--- src/rtl/pc_seq_pkg.sv ---
// Shared definitions for the fetch/issue program-counter sequencer.
package pc_seq_pkg;

   // Sequencer states (plain constants for legacy tool compatibility)
   localparam logic [1:0] BOOT  = 2'd0;
   localparam logic [1:0] REQ   = 2'd1;
   localparam logic [1:0] ISSUE = 2'd2;
   localparam logic [1:0] DRAIN = 2'd3;

   // Next-address select codes driven by decode
   typedef enum logic [1:0] {
      NPC_SEQ = 2'b00,
      NPC_BR  = 2'b01,
      NPC_J   = 2'b10,
      NPC_JR  = 2'b11
   } npc_op_e;

   localparam logic [31:0] RESET_PC_DEFAULT = 32'h0000_3000;

   // Word-aligned targets only; any low bit set is an addressing fault
   function automatic logic is_misaligned(input logic [1:0] low_bits);
      return |low_bits;
   endfunction

endpackage : pc_seq_pkg

--- src/rtl/npc_calc.sv ---
// Combinational next-address generator for the PC sequencer.
module npc_calc
   import pc_seq_pkg::*;
(
   input  logic [31:0] pc_i,
   input  logic [1:0]  npc_op_i,
   input  logic        br_taken_i,
   input  logic [25:0] imm_j_i,
   input  logic [15:0] imm_off_i,
   input  logic [31:0] jr_i,
   output logic [31:0] npc_o,
   output logic        misaligned_o
);

   logic [31:0] seq_pc;
   logic [31:0] br_off;

   // Select the next fetch address; all sums wrap modulo 2^32
   always_comb begin
      // NOTE: every combinational output gets a default first so no path
      // leaves it unassigned, which would otherwise infer a latch.
      seq_pc       = pc_i + 32'd4;
      br_off       = {{14{imm_off_i[15]}}, imm_off_i, 2'b00};
      npc_o        = seq_pc;
      misaligned_o = 1'b0;
      case (npc_op_e'(npc_op_i))
         NPC_SEQ: npc_o = seq_pc;
         NPC_BR:  npc_o = br_taken_i ? (seq_pc + br_off) : seq_pc;
         NPC_J:   npc_o = {pc_i[31:28], imm_j_i, 2'b00};
         NPC_JR: begin
            npc_o        = {jr_i[31:2], 2'b00};
            misaligned_o = is_misaligned(jr_i[1:0]);
         end
         default: npc_o = seq_pc;
      endcase
   end

endmodule : npc_calc

--- src/rtl/pc_seq.sv ---
// Program-counter sequencer: fetches one instruction at a time from
// instruction memory, holds it for decode, and handles redirects.
module pc_seq
   import pc_seq_pkg::*;
#(
   parameter logic [31:0] RESET_PC = RESET_PC_DEFAULT
) (
   input  logic        clk,
   input  logic        rst_n,
   output logic        imem_req,
   output logic [31:0] imem_addr,
   input  logic        imem_ack,
   input  logic [31:0] imem_rdata,
   output logic [31:0] instr,
   output logic        instr_valid,
   input  logic        instr_ready,
   input  logic        stall,
   input  logic [1:0]  npc_op,
   input  logic        br_taken,
   input  logic [25:0] imm_j,
   input  logic [15:0] imm_off,
   input  logic [31:0] jr,
   input  logic        redirect_valid,
   input  logic [31:0] redirect_pc,
   output logic [31:0] pc,
   output logic        addr_err
);

   logic [1:0]  state_q, state_d;
   logic [31:0] pc_q, pc_d;
   logic [31:0] instr_q, instr_d;
   logic        valid_q, valid_d;
   logic        addr_err_q, addr_err_d;
   logic [31:0] tgt_q, tgt_d;

   logic [31:0] npc;
   logic        npc_misaligned;
   logic        accept;

   npc_calc u_npc_calc (
      .pc_i         (pc_q),
      .npc_op_i     (npc_op),
      .br_taken_i   (br_taken),
      .imm_j_i      (imm_j),
      .imm_off_i    (imm_off),
      .jr_i         (jr),
      .npc_o        (npc),
      .misaligned_o (npc_misaligned)
   );

   // instr_valid is only ever set while in ISSUE
   assign accept = valid_q & instr_ready & ~stall;

   // Next-state logic; redirect outranks acceptance, stall and imem_ack
   always_comb begin
      state_d    = state_q;
      pc_d       = pc_q;
      instr_d    = instr_q;
      valid_d    = valid_q;
      tgt_d      = tgt_q;
      addr_err_d = 1'b0;
      case (state_q)
         BOOT: begin
            state_d = REQ;
            if (redirect_valid) pc_d = redirect_pc;
         end
         REQ: begin
            if (redirect_valid) begin
               if (imem_ack) begin
                  pc_d = redirect_pc;
               end else begin
                  // Request is in flight: keep address stable, retire it in DRAIN
                  tgt_d   = redirect_pc;
                  state_d = DRAIN;
               end
            end else if (imem_ack) begin
               instr_d = imem_rdata;
               valid_d = 1'b1;
               state_d = ISSUE;
            end
         end
         ISSUE: begin
            if (redirect_valid) begin
               valid_d = 1'b0;
               pc_d    = redirect_pc;
               state_d = REQ;
            end else if (accept) begin
               valid_d    = 1'b0;
               pc_d       = npc;
               addr_err_d = (npc_op_e'(npc_op) == NPC_JR) & npc_misaligned;
               state_d    = REQ;
            end
         end
         DRAIN: begin
            if (redirect_valid) begin
               if (imem_ack) begin
                  pc_d    = redirect_pc;
                  state_d = REQ;
               end else begin
                  tgt_d = redirect_pc;
               end
            end else if (imem_ack) begin
               pc_d    = tgt_q;
               state_d = REQ;
            end
         end
         default: state_d = BOOT;
      endcase
   end

   // State registers with asynchronous active-low reset
   always_ff @(posedge clk or negedge rst_n) begin
      // NOTE: every register here has a defined reset value; sequential
      // state is updated with non-blocking assignments only.
      if (!rst_n) begin
         state_q    <= BOOT;
         pc_q       <= RESET_PC;
         instr_q    <= '0;
         valid_q    <= 1'b0;
         addr_err_q <= 1'b0;
         tgt_q      <= '0;
      end else begin
         state_q    <= state_d;
         pc_q       <= pc_d;
         instr_q    <= instr_d;
         valid_q    <= valid_d;
         addr_err_q <= addr_err_d;
         tgt_q      <= tgt_d;
      end
   end

   // Request decodes straight from state, so reset drops it immediately
   assign imem_req    = (state_q == REQ) || (state_q == DRAIN);
   assign imem_addr   = pc_q;
   assign pc          = pc_q;
   assign instr       = instr_q;
   assign instr_valid = valid_q;
   assign addr_err    = addr_err_q;

endmodule : pc_seq

--- config.mk ---
export PLATFORM = sky130hd
export DESIGN_NAME = pc_seq
export DESIGN_NICKNAME = d
export VERILOG_FILES = /design/src/rtl/pc_seq_pkg.sv /design/src/rtl/npc_calc.sv /design/src/rtl/pc_seq.sv
export SDC_FILE = /design/constraint.sdc
export NUM_CORES = 1
export LEC_CHECK = 0
export CORE_MARGIN = 5
export CORE_UTILIZATION = 49
export CTS_CLUSTER_SIZE = 24
export DETAILED_ROUTE_END_ITERATION = 6
export GPL_TIMING_DRIVEN = 0
export PLACE_DENSITY = 0.8
export SYNTH_ARGS = -nofsm -noshare
export SYNTH_HDL_FRONTEND = slang
export SYNTH_SLANG_ARGS = --single-unit
--- constraint.sdc ---
create_clock -name clk -period 4.6 [get_ports clk]
set_clock_uncertainty 0.15 [all_clocks]
set_input_delay 0.46 -clock clk [delete_from_list [all_inputs] [get_ports clk]]
set_output_delay 0.46 -clock clk [all_outputs]
set_load 0.01 [all_outputs]
==> out/metrics.csv, run 1 <==
metric;value;unit
status;finished clean;
die_x;139.2;um
via_per_inst;6.117;
final_hold_viol_count;0;
dp_slack;-29.71;ps
drt_iter0_markers;1027;
min_from;instr[0]$_DFFE_PN0P_;
finalCritPeriodShare;0.9559;
slew_viol_final;0;
gp_routability_congestion;0.9794;
overflow;0;
final_cell_mix;clkdlybuf4s50_1, dfrtp_1, o21ai_0, nand2_1, nor2_1;
first_global_vias;8428;
path_cells;ha_2, nand2_1, or3_1, buf_2, nor2_2, xnor2_2, ha_2, a21oi_2, nand2_1, a211o_1, or3_4, a2111oi_2, nor2_1, xor2_1, o311ai_2, a21boi_1;
cts.clk_slew.worst_paths;60;ps
dpl.cell_count;1398;
rows;47;
tightest_slew;905.4;ps
finalSetupViolCount;0;
final_cell_count_no_fill;1428;
io_buffers;244;
setup_ws;202.7;ps
drcViolationCount;0;
synthTopCellsByArea;dfrtp_1, mux2_2, ha_1;
cpPeakStageDelay;440;ps
cp-end-kind;flip-flop;
grt_pass1_wl;46.84;mm
num_io_pins;246;
dpl.hpwl;23.74;mm
wl_per_cell;21.51;um
cts_root_buf;clkbuf_16;
hp-class;flip-flop to flip-flop;
ir_worst_vdd;0.0004060;V
syn_nets;1115;
synth_top_area_share;0.2998;
cp-startpoint;imem_addr[3]$_DFFE_PN0P_;
leakage;4.647;nW
route.vias.total;8735;
finalNetCount;1387;
die_h;139.2;um
cp.arrival;4460;ps
wirelength;30.71;mm
grt_max_degree;63;
first_pass_iters;6;
initial_core_util;0.4968;
core;0.01647;sq mm
numCtsBuffers;9;
insertion_delay;350;ps
power_density;542.4;mW/mm^2
yosysWarnings;0;
cts_sinks;100;
final_util;0.6932;
grt_antenna_before_repair;0;
finalPower;6.191;mW
crit_path_start_kind;flip-flop;
grt_use_total;0.3021;
clockBufferDepth;2;
synth-seq-cells;100;
synth_ff_type;dfrtp_1;
cp_max_fo;6;
yosysSeqAreaShare;0.3062;
slew_headroom;0.3918;
cpMaxStageDelayCell;dfrtp_2;
synth_top_cell_by_area;dfrtp_1;
crit_type;flip-flop to flip-flop;
drtAntennaViolNets;0;
maxCapViolCount;0;
syn_area;0.008180;sq mm
synthToLayoutAreaGrowth;39.54;%
yosysUniqueCellTypes;81;
period_minus_slack;4397;ps
synth_cells;933;
nFillCells;1342;
synth-edff-count;0;
syn_avg_cell_area;8.768;sq um
required;4670;ps
dieArea;0.01938;sq mm
final_layout_size_suffix_gt1_frac;0.1490;
reg2reg_from;imem_addr[3]$_DFFE_PN0P_;
synth_async_sr_flop_share;1.000;
cts_tree;done;
htreeDepth;3;
diodes;0;
final_common_cell;clkdlybuf4s50_1;
fmax;227.4;MHz
-- stage by stage --
| step | setup TNS, ps | instance area (sq um) | hold slack (ps) |
|---|---|---|---|
| after floorplan | 0 | 8180 | 14.41 |
| after global placement | -82500 | 10900 | 336.1 |
| after detailed placement | -29.71 | 10920 | 320.7 |
| after CTS | 0 | 11270 | 358.7 |
| after global routing | -10.97 | 11410 | 363.4 |
| final | 0 | 11410 | 355.3 |
-- cell type report --
type                            count  area, sq um  share of cell area
Buffer                             82        436.7             0.03825
Clock buffer                        9        225.2             0.01973
Clock inverter                      5        102.6            0.008988
Inverter                           18        67.56            0.005919
Multi-Input combinational cell    731         5186              0.4543
Sequential cell                   100         2516              0.2204
Tap cell                          220        275.3             0.02411
Timing Repair Buffer              263         2605              0.2282
-- power by group --
part	total, mW	leakage (nW)	switching, mW	internal, mW
sequential	1.62	1.16	0.409	1.21
clock	0.849	0.157	0.324	0.525
combinational	3.73	3.33	1.80	1.92
-- metal layers --
| metal | share of wire | wire length [um] | vias up | GRT usage |
|---|---|---|---|---|
| met2 | 0.46 | 14140 | 621 | 0.4909 |
| met4 | 0.031 | 941 | 0 | 0.09732 |
| met5 | 0 | 0 | - | 0 |
| met1 | 0.39 | 11830 | 4067 | 0.3889 |
| met3 | 0.12 | 3801 | 76 | 0.08862 |
| li1 | - | - | 3971 | - |
-- critical path: cells and delay by family (launching register included) --
| kind | cells | cell delay (ps) |
|---|---|---|
| AND/OR/NAND/NOR | 6 | 1260 |
| adder cells (fa/ha/maj) | 2 | 580 |
| XOR/XNOR | 2 | 330 |
| flip-flops | 1 | 440 |
| AO/OA/AOI/OAI | 5 | 1310 |
| buffers and inverters | 1 | 190 |
-- Yosys cell counts (19+ instances only) --
master,n
xnor2_1,35
nand3_1,20
buf_4,32
nor3_1,19
a21oi_1,55
mux2_2,69
nor2_1,77
o21ai_0,79
nand2_1,77
ha_1,34
mux2i_1,30
dfrtp_1,98
clkbuf_1,42
-- cell families (layout without fill, tap and decap cells) --
logic type,after synthesis,count (layout),synth area share
AO/OA/AOI/OAI,290,290,0.2357
XOR/XNOR,53,53,0.05950
adder cells (fa/ha/maj),35,35,0.05445
buffers and inverters,102,377,0.06256
flip-flops,100,100,0.3062
multiplexers,99,99,0.1317
AND/OR/NAND/NOR,254,254,0.1499
-- worst paths after layout --
path                                              to  slack [ps]  depth (start not counted)
max in group asynchronous  imem_addr[30]$_DFFE_PN0P_        3140                          3
setup reg to reg           imem_addr[30]$_DFFE_PN0P_         200                         16
min in group asynchronous       instr[7]$_DFFE_PN0P_         480                          2
setup / recovery           imem_addr[30]$_DFFE_PN0P_         200                         16
hold / removal                  instr[0]$_DFFE_PN0P_         360                          1
hold reg to reg                 instr[0]$_DFFE_PN0P_         360                          1
-- state kept, by name, indices dropped and copies added, names as in the netlist --
name,count
imem_addr,32
instr,32
state_q,2
tgt_q,32
addr_err,1
instr_valid,1
-- repair_timing --
item                       CTS  global route
pin swaps                    0             6
setup endpoints to repair    1             9
hold endpoints to repair    36             0
gates resized for setup      1            13
setup buffers                0            17
hold buffers                 1             0
Power figures use the tool's default switching activity.
==> inputs of run 2 (changes only) <==
CORE_UTILIZATION = 60   (was 49)
DONT_BUFFER_PORTS = 1   (was unset)
PLACE_DENSITY = 0.76   (was 0.8)
==> run 2 against run 1 <==
Against the previous run:
- die area down 17%
- via count decreased by 12%
- critical path type unchanged
- first-iteration DRC count shrank 10%
==> out/metrics.csv, run 2 (same netlist as run 1, synthesis figures left out) <==
metric;value;unit;change
fin_tns_setup;0;ps;unchanged
dp_slack;-73.57;ps;-43.86 ps
dpl.hpwl;21.00;mm;-12%
num_io_pins;246;;unchanged
insertion_delay;350;ps;about the same
cp-end-kind;flip-flop;;
cts_tree;done;;
hp-class;input port to flip-flop;;
setup_ws;215.0;ps;+12.37 ps
slew_headroom;0.4126;;+0.02087
overflow;0;;unchanged
die_h;126.8;um;-8.9%
numCtsBuffers;9;;unchanged
core;0.01330;sq mm;-19%
required;4680;ps;about the same
final_cell_mix;dfrtp_1, o21ai_0, nand2_1, nor2_1, mux2_2;;
period_minus_slack;4385;ps;-12.37 ps
route.vias.total;7681;;-12%
synthToLayoutAreaGrowth;7.693;%;
io_buffers;0;;-100%
crit_path_start_kind;flip-flop;;
maxCapViolCount;0;;unchanged
dieArea;0.01607;sq mm;-17%
grtUsageMet2;0.5153;;+0.02433
grt_max_degree;101;;+60%
ir_worst_vdd;0.0003612;V;-11%
first_pass_iters;6;;unchanged
crit_type;flip-flop to flip-flop;;
tightest_slew;874.3;ps;-31.06 ps
drcViolationCount;0;;unchanged
finalNetCount;1131;;-18%
rsz0062_at_grt;false;;
cts.clk_slew.worst_paths;70;ps;about the same
grt_pass1_wl;41.28;mm;-12%
via_per_inst;6.797;;+11%
power_density;586.1;mW/mm^2;+8.1%
leakage;3.615;nW;-22%
wirelength;27.40;mm;-11%
die_x;126.8;um;-8.9%
final_layout_size_suffix_gt1_frac;0.1771;;+0.02814
initial_core_util;0.6153;;+0.1185
clockBufferDepth;2;;unchanged
grt_use_total;0.3260;;+0.02390
r2r_cells;15;;-1
rows;42;;-11%
final_hold_viol_count;0;;unchanged
hold_depth;1;;unchanged
cp_max_fo;8;;+2
grt_use_met3;0.09542;;+0.006798
final_util;0.6626;;-0.03062
cts_sinks;100;;unchanged
final_common_cell;dfrtp_1;;
fmax;228.1;MHz;+0.28%
first_global_vias;7416;;-12%
htreeDepth;3;;unchanged
finalCritPeriodShare;0.9533;;-0.002690
drtAntennaViolNets;0;;unchanged
groute.layer.met1.usage;0.4232;;+0.03432
grt_antenna_before_repair;0;;unchanged
finalSetupViolCount;0;;unchanged
slew_viol_final;0;;unchanged
cts_root_buf;clkbuf_16;;
drt_iter0_markers;921;;-10%
cp.arrival;4460;ps;about the same
diodes;0;;unchanged
wl_per_cell;24.25;um;+13%
status;finished clean;;
grt-busiest-layer;met2;;
gp_routability_congestion;0.9834;;+0.41%
-- run 2: final timing paths --
path                                           startpoint                        end  slack [ps]
worst max register to register  imem_addr[13]$_DFFE_PN1P_  imem_addr[30]$_DFFE_PN0P_         220
min in group asynchronous                           rst_n   imem_addr[5]$_DFFE_PN0P_         500
worst min register to register       tgt_q[1]$_DFFE_PN0P_       tgt_q[1]$_DFFE_PN0P_         360
worst min-delay path                       imem_rdata[15]      instr[15]$_DFFE_PN0P_         100
worst max-delay path            imem_addr[13]$_DFFE_PN1P_  imem_addr[30]$_DFFE_PN0P_         220
max in group asynchronous                           rst_n     state_q[1]$_DFFE_PN0P_        3350
-- run 2: metrics by stage --
| step | instance area (sq um) | hold WS, ps | instances | total power, mW |
|---|---|---|---|---|
| floorplan | 8180 | 14.41 | 933 | 3.646 |
| global placement | 8401 | 16.13 | 1109 | 4.260 |
| detailed placement | 8401 | 16.34 | 1109 | 4.285 |
| CTS | 8732 | 103.8 | 1127 | 5.051 |
| global route | 8810 | 98.51 | 1130 | 5.479 |
| finish | 8810 | 102.9 | 1130 | 5.164 |
-- run 2: final cells by class --
| cell class | instances | area, sq um |
|---|---|---|
| buffer | 83 | 440.4 |
| clock buffer | 9 | 225.2 |
| clock inverter | 7 | 60.06 |
| inverter | 18 | 67.56 |
| timing repair buffer | 6 | 65.06 |
| sequential | 100 | 2515 |
| fill | 1132 | 4486 |
| multi-input combinational | 731 | 5216 |
| tap | 176 | 220.2 |
-- run 2: worst max-delay path: stages, from the launching register on --
cell,delay (ps)
dfstp_2,670
nand4_1,230
or3_4,430
nor3b_4,250
nand3_1,160
or2_1,310
xnor2_2,210
ha_4,260
a21o_1,170
a21o_1,170
a21o_1,190
a2111oi_2,320
nor2_1,80
xor2_1,160
o311ai_2,380
a21boi_1,110
-- run 2: timing repair --
action                                 4_1_cts  5_1_grt
endpoints found under the hold margin      100        0
hold buffers                                 2        0
setup endpoints to repair                    1       11
buffers inserted                             0        4
gates resized for setup                      2       15
pin swaps                                    0        5
-- run 2: per-layer routing --
metal,share of wire,up-vias
li1,-,3457
met2,0.45,502
met4,0.037,0
met1,0.39,3642
met3,0.12,80
met5,0,-
-- run 2: power breakdown --
part	internal (mW)	switching, mW	total, mW	leakage (nW)
Clock	0.375	0.356	0.732	0.135
Sequential	1.21	0.585	1.79	1.16
Combinational	1.18	1.47	2.64	2.32
Total	2.76	2.41	5.16	3.61
